$ cat src/rtl/sub_eight_serial.sv
// Bit-serial WIDTH-bit subtractor computing dIn0 - dIn1, one bit per clock, LSB first.
// Latency: start sampled on edge k -> done pulses in the cycle after edge k+WIDTH.
// Backpressure: none; start is ignored while busy, and dropping enable aborts a run.
//
// Ports:
//   clk, rstN     clock and asynchronous active-low reset
//   start, enable request (taken in IDLE/DONE) and unit enable (gates outputs)
//   dIn0, dIn1    minuend and subtrahend, captured when a request is accepted
//   busy, done    run indicator and one-cycle completion pulse
//   dOut, bOut    difference and final borrow, held between ops, ANDed with enable
module sub_eight_serial #(
  parameter int WIDTH = 8
) (
  input  logic             clk,
  input  logic             rstN,
  input  logic             start,
  input  logic             enable,
  input  logic [WIDTH-1:0] dIn0,
  input  logic [WIDTH-1:0] dIn1,
  output logic             busy,
  output logic             done,
  output logic [WIDTH-1:0] dOut,
  output logic             bOut
);

  localparam int IW = (WIDTH > 1) ? $clog2(WIDTH) : 1;
  localparam logic [IW-1:0] LAST_IDX = IW'(WIDTH - 1);

  typedef enum logic [1:0] {
    IDLE = 2'd0,
    RUN  = 2'd1,
    DONE = 2'd2
  } state_t;

  state_t          state_q, state_d;
  logic [WIDTH-1:0] a_q, a_d;
  logic [WIDTH-1:0] b_q, b_d;
  logic [WIDTH-1:0] res_q, res_d;
  logic [WIDTH-1:0] dout_q, dout_d;
  logic            brw_q, brw_d;
  logic            bout_q, bout_d;
  logic [IW-1:0]   idx_q, idx_d;
  logic            busy_q, busy_d;
  logic            done_q, done_d;

  logic bit_a, bit_b, diff_bit, brw_nx;

  // One full-subtractor slice evaluated on the current bit position.
  always_comb begin
    bit_a    = a_q[idx_q];
    bit_b    = b_q[idx_q];
    diff_bit = bit_a ^ bit_b ^ brw_q;
    brw_nx   = (~bit_a & bit_b) | (~(bit_a ^ bit_b) & brw_q);
  end

  always_comb begin
    state_d = state_q;
    a_d     = a_q;
    b_d     = b_q;
    res_d   = res_q;
    brw_d   = brw_q;
    idx_d   = idx_q;
    dout_d  = dout_q;
    bout_d  = bout_q;
    busy_d  = 1'b0;
    done_d  = 1'b0;

    case (state_q)
      // DONE shares IDLE's accept logic so a held start chains ops with no gap.
      IDLE, DONE: begin
        if (start && enable) begin
          a_d     = dIn0;
          b_d     = dIn1;
          res_d   = '0;
          brw_d   = 1'b0;
          idx_d   = '0;
          state_d = RUN;
          busy_d  = 1'b1;
        end else begin
          state_d = IDLE;
        end
      end
      RUN: begin
        if (!enable) begin
          // Abort: published result/borrow registers are left untouched.
          state_d = IDLE;
        end else begin
          res_d[idx_q] = diff_bit;
          brw_d        = brw_nx;
          if (idx_q == LAST_IDX) begin
            dout_d  = res_d;
            bout_d  = brw_nx;
            idx_d   = '0;
            state_d = DONE;
            done_d  = 1'b1;
          end else begin
            idx_d  = idx_q + 1'b1;
            busy_d = 1'b1;
          end
        end
      end
      default: state_d = IDLE;
    endcase
  end

  always_ff @(posedge clk or negedge rstN) begin
    if (!rstN) begin
      state_q <= IDLE;
      a_q     <= '0;
      b_q     <= '0;
      res_q   <= '0;
      brw_q   <= 1'b0;
      idx_q   <= '0;
      dout_q  <= '0;
      bout_q  <= 1'b0;
      busy_q  <= 1'b0;
      done_q  <= 1'b0;
    end else begin
      state_q <= state_d;
      a_q     <= a_d;
      b_q     <= b_d;
      res_q   <= res_d;
      brw_q   <= brw_d;
      idx_q   <= idx_d;
      dout_q  <= dout_d;
      bout_q  <= bout_d;
      busy_q  <= busy_d;
      done_q  <= done_d;
    end
  end

  assign busy = busy_q;
  assign done = done_q;
  assign dOut = dout_q & {WIDTH{enable}};
  assign bOut = bout_q & enable;

endmodule

$ cat config.mk
export PLATFORM = sky130hd
export DESIGN_NAME = sub_eight_serial
export DESIGN_NICKNAME = d
export VERILOG_FILES = /design/src/rtl/sub_eight_serial.sv
export SDC_FILE = /design/constraint.sdc
export NUM_CORES = 1
export LEC_CHECK = 0
export ABC_AREA = 0
export BUFFER_PORTS_ARGS = -buffer_cell sky130_fd_sc_hd__buf_2
export CAP_MARGIN = 20
export CORE_MARGIN = 2
export CORE_UTILIZATION = 45
export DETAILED_ROUTE_END_ITERATION = 7
export GPL_ROUTABILITY_DRIVEN = 0
export GPL_TIMING_DRIVEN = 0
export PLACE_DENSITY = 0.66
export SKIP_CTS_REPAIR_TIMING = 1
export SYNTH_ARGS = -nofsm -noshare
export SYNTH_HDL_FRONTEND = slang
export SYNTH_SLANG_ARGS = --single-unit
$ cat constraint.sdc
create_clock -name clk -period 6.8 [get_ports clk]
set_input_delay 0 -clock clk [delete_from_list [all_inputs] [get_ports clk]]
set_output_delay 0 -clock clk [all_outputs]
set_load 0.01 [all_outputs]
==> results_dict.tcl <==
set metrics [dict create \
    run_status "finished clean" \
    clkLatencyLatePin_ns 0.30 \
    cpPeakStageDelay_ns 0.47 \
    period_share_pct 37.2 \
    floorplan.initialDensity_pct 47.6 \
    numPortBuffers 30 \
    finalSetupTns_ns 0 \
    crit_fanout 8 \
    grt_first_pass_wirelength_mm 6.79 \
    hold_viol 0 \
    global_route.peak_usage_layer "met2" \
    most_frequent_standard_cell_in_the_layout_excluding_fill_and_tap_cells "sky130_fd_sc_hd__dfrtp_1" \
    route.detailed.drc 0 \
    num_rows 24 \
    layout.filler_cells 358 \
    die-area_um2 5230 \
    worstSetupPathDepth 6 \
    holdPathStages 4 \
    first_global_vias 1396 \
    power.share.switching_pct 30.5 \
    synth_warnings 0 \
    post_synthesis_register_bit_count 41 \
    final.setup_skew_ns 0.00284 \
    met1_usage_pct 21.5 \
    pwr-share-seq_pct 41.7 \
    drt-pass1-iter-count 4 \
    worst_setup_path_end_kind "register" \
    maxCapViolations 0 \
    synthesis.area_um2 2100 \
    die_y_um 72.3 \
    dp.final_hpwl_mm 2.72 \
    finalSetupViolations 0 \
    grt_antenna_before_repair 0 \
    layout_min_cycle_time_ns 2.53 \
    h_tree_depth 2 \
    final.hold.worst_slack_ns 0.219 \
    final_util_pct 59.0 \
    grt_setup_unrepaired "no" \
    floorplan.io_pins 31 \
    largest_net_degree_at_the_start_of_global_routing 42 \
    cts_tree "built" \
    clock_tree_root_driver_cell "sky130_fd_sc_hd__clkbuf_8" \
    cp_slowest_cell "sky130_fd_sc_hd__dfrtp_1" \
    pwr-share-clk_pct 27.4 \
    grt_use_met3_pct 5.56 \
    synth-seq-area-share_pct 48.8 \
    post_synthesis_average_cell_area_um2 13.4 \
    post-synth-top-area-fraction_pct 48.8 \
    use_met2_pct 28.6 \
    final_nets 234 \
    r2r_cells 6 \
    clk_path_buf_depth 2 \
    placedInstanceArea_um2 2320 \
    peakVddDrop_mv 0.162 \
    grt_overflow_total 0 \
    insertedDiodeCount 0 \
    crit_path_start_kind "register" \
    timing.critical_path.arrival_ns 2.77 \
    post_route_cells_drive_above_1_share_pct 35.4 \
    detail_route.wl_per_cell_um 15.1 \
    detail_route.vias_per_cell 5.23 \
    fin_area_um2 2610 \
    worst_slew_pin_slew_ns 0.919 \
    drtAntennaViolNets 0 \
    syn2layout_area_growth_pct 24.1 \
    cts.sinks 41 \
    synth_cells 157 \
    fp.dieW_um 72.3 \
    synth_top_cell_by_area "sky130_fd_sc_hd__dfrtp_1" \
    synth.net_count 180 \
    crit_type "reg -> reg" \
    cellInternalPower_uw 520 \
    synthTopCellsByArea "sky130_fd_sc_hd__dfrtp_1 49%, sky130_fd_sc_hd__mux2i_1 9.1%, sky130_fd_sc_hd__mux2_4 7.9%" \
    pins_over_their_slew_limit 0 \
    maxClockFrequency_mhz 395 \
    routed-via-count 1380 \
    grt.total_usage_pct 17.2 \
    hold_path_class "in -> reg" \
    layout_common_cells "41 x sky130_fd_sc_hd__dfrtp_1, 31 x sky130_fd_sc_hd__buf_2, 19 x sky130_fd_sc_hd__mux2i_1" \
    p_switching_uw 229 \
    leakagePower_uw 0.00127 \
    synth_cell_type_count 33 \
    dr.first_iter.drc_count 64 \
    max-slew-margin-rel_pct 38.8 \
    powerDensity_nw_per_um2 287 \
    design.core.area_um2 4410 \
    post-layout-total-power_uw 749 \
    totalWireLength_mm 3.99 \
    clock_pin_transition_on_the_worst_setup_and_hold_timing_paths_ns 0.08 \
    cts_made_buffers 5 \
    comb_power_share_pct 30.9 \
    cpLargestDelayFamily "compound AO/OA/AOI/OAI gates" \
    crit_chain "mux2_1 -> a32o_1 -> a211o_1 -> fa_1 -> nor2_1 -> a22o_1" \
    crit_buf_inv 0 \
    worst_ep_required_time_ns 7.04 \
]
-- tightest hold or removal path: stages --
cell,delay (ns)
sky130_fd_sc_hd__buf_2,0.11
sky130_fd_sc_hd__nand3b_1,0.15
sky130_fd_sc_hd__nor3_1,0.07
sky130_fd_sc_hd__a21o_1,0.15
-- registers in the layout, summed over array words and instances, names as in the netlist --
register,count
bout_q,1
idx_q,3
state_q,2
brw_q,1
b_q,8
done,1
res_q,8
busy,1
dout_q,8
a_q,8
-- final timing paths --
kind	from	to	slack [ns]
worst max-delay path	idx_q[1]$_DFFE_PN0P_	res_q[1]$_DFFE_PN0P_	4.27
worst min-delay path	enable	idx_q[0]$_DFFE_PN0P_	0.22
worst min register to register	dout_q[2]$_DFFE_PN0P_	dout_q[2]$_DFFE_PN0P_	0.48
min in group asynchronous	rstN	dout_q[0]$_DFFE_PN0P_	0.37
max in group asynchronous	rstN	a_q[3]$_DFFE_PN0P_	5.86
worst max register to register	idx_q[1]$_DFFE_PN0P_	res_q[1]$_DFFE_PN0P_	4.27
-- power groups by stage --
stage	Combinational, uW	Clock (uW)	Sequential [uW]
2_1_floorplan	176	0	307
3_3_place_gp	218	0	315
3_5_place_dp	225	0	317
4_1_cts	226	211	312
5_1_grt	254	223	318
6_report	231	206	312
-- cells in the mapped netlist --
library cell	instances
sky130_fd_sc_hd__mux2i_1	19
sky130_fd_sc_hd__nor3b_4	2
sky130_fd_sc_hd__dfrtp_1	41
sky130_fd_sc_hd__nand4b_2	1
sky130_fd_sc_hd__nor3_4	1
sky130_fd_sc_hd__buf_4	3
sky130_fd_sc_hd__inv_1	5
sky130_fd_sc_hd__mux2_4	11
sky130_fd_sc_hd__mux2_1	1
sky130_fd_sc_hd__nor3b_2	1
sky130_fd_sc_hd__and2_1	9
sky130_fd_sc_hd__nand3b_1	2
sky130_fd_sc_hd__a32o_1	2
sky130_fd_sc_hd__mux4_2	2
sky130_fd_sc_hd__and3b_2	2
sky130_fd_sc_hd__fa_1	1
sky130_fd_sc_hd__buf_2	1
sky130_fd_sc_hd__a22o_1	10
sky130_fd_sc_hd__nor3_1	2
sky130_fd_sc_hd__nor2_2	1
sky130_fd_sc_hd__nand2_1	8
sky130_fd_sc_hd__nor2_1	1
sky130_fd_sc_hd__a211o_1	1
sky130_fd_sc_hd__buf_6	4
sky130_fd_sc_hd__mux2_2	6
sky130_fd_sc_hd__and3b_1	3
sky130_fd_sc_hd__ha_1	2
sky130_fd_sc_hd__buf_8	1
sky130_fd_sc_hd__o21ai_0	5
sky130_fd_sc_hd__a21o_1	3
sky130_fd_sc_hd__o21ai_1	4
sky130_fd_sc_hd__and3_1	1
sky130_fd_sc_hd__clkbuf_2	1
-- kinds of logic (layout without fill, tap and decap cells) --
group	count (synthesis)	count (layout)	share of synthesized area (%)
AO/OA/AOI/OAI	25	25	8.75
flip-flops	41	41	48.8
multiplexers	39	39	22.8
buffers and inverters	15	70	5.30
adder cells (fa/ha/maj)	3	3	2.14
AND/OR/NAND/NOR	34	34	12.2
-- through the flow --
| stage | instances | setup WS, ns |
|---|---|---|
| after floorplan | 157 | 4.59 |
| after global routing | 264 | 4.06 |
| after CTS | 247 | 4.21 |
| after detailed placement | 239 | 4.24 |
| final | 264 | 4.27 |
| after global placement | 239 | 4.27 |
-- final cells by class --
class,instances,area [um^2],area share [%]
flip-flops and latches,41,1030,39.4
multi-input cells,101,963,37.0
repair buffers,47,320,12.3
plain buffers,10,92.6,3.55
clock buffers,6,82.6,3.17
well taps,52,65.1,2.50
clock inverters,2,37.5,1.44
inverters,5,18.8,0.720
-- routing by layer --
layer	routed length (um)	vias up
li1	-	668
met1	1800	678
met2	1980	28
met3	158	6
met4	55	0
met5	0	-
No activity file was read; power rests on OpenSTA's default activity.
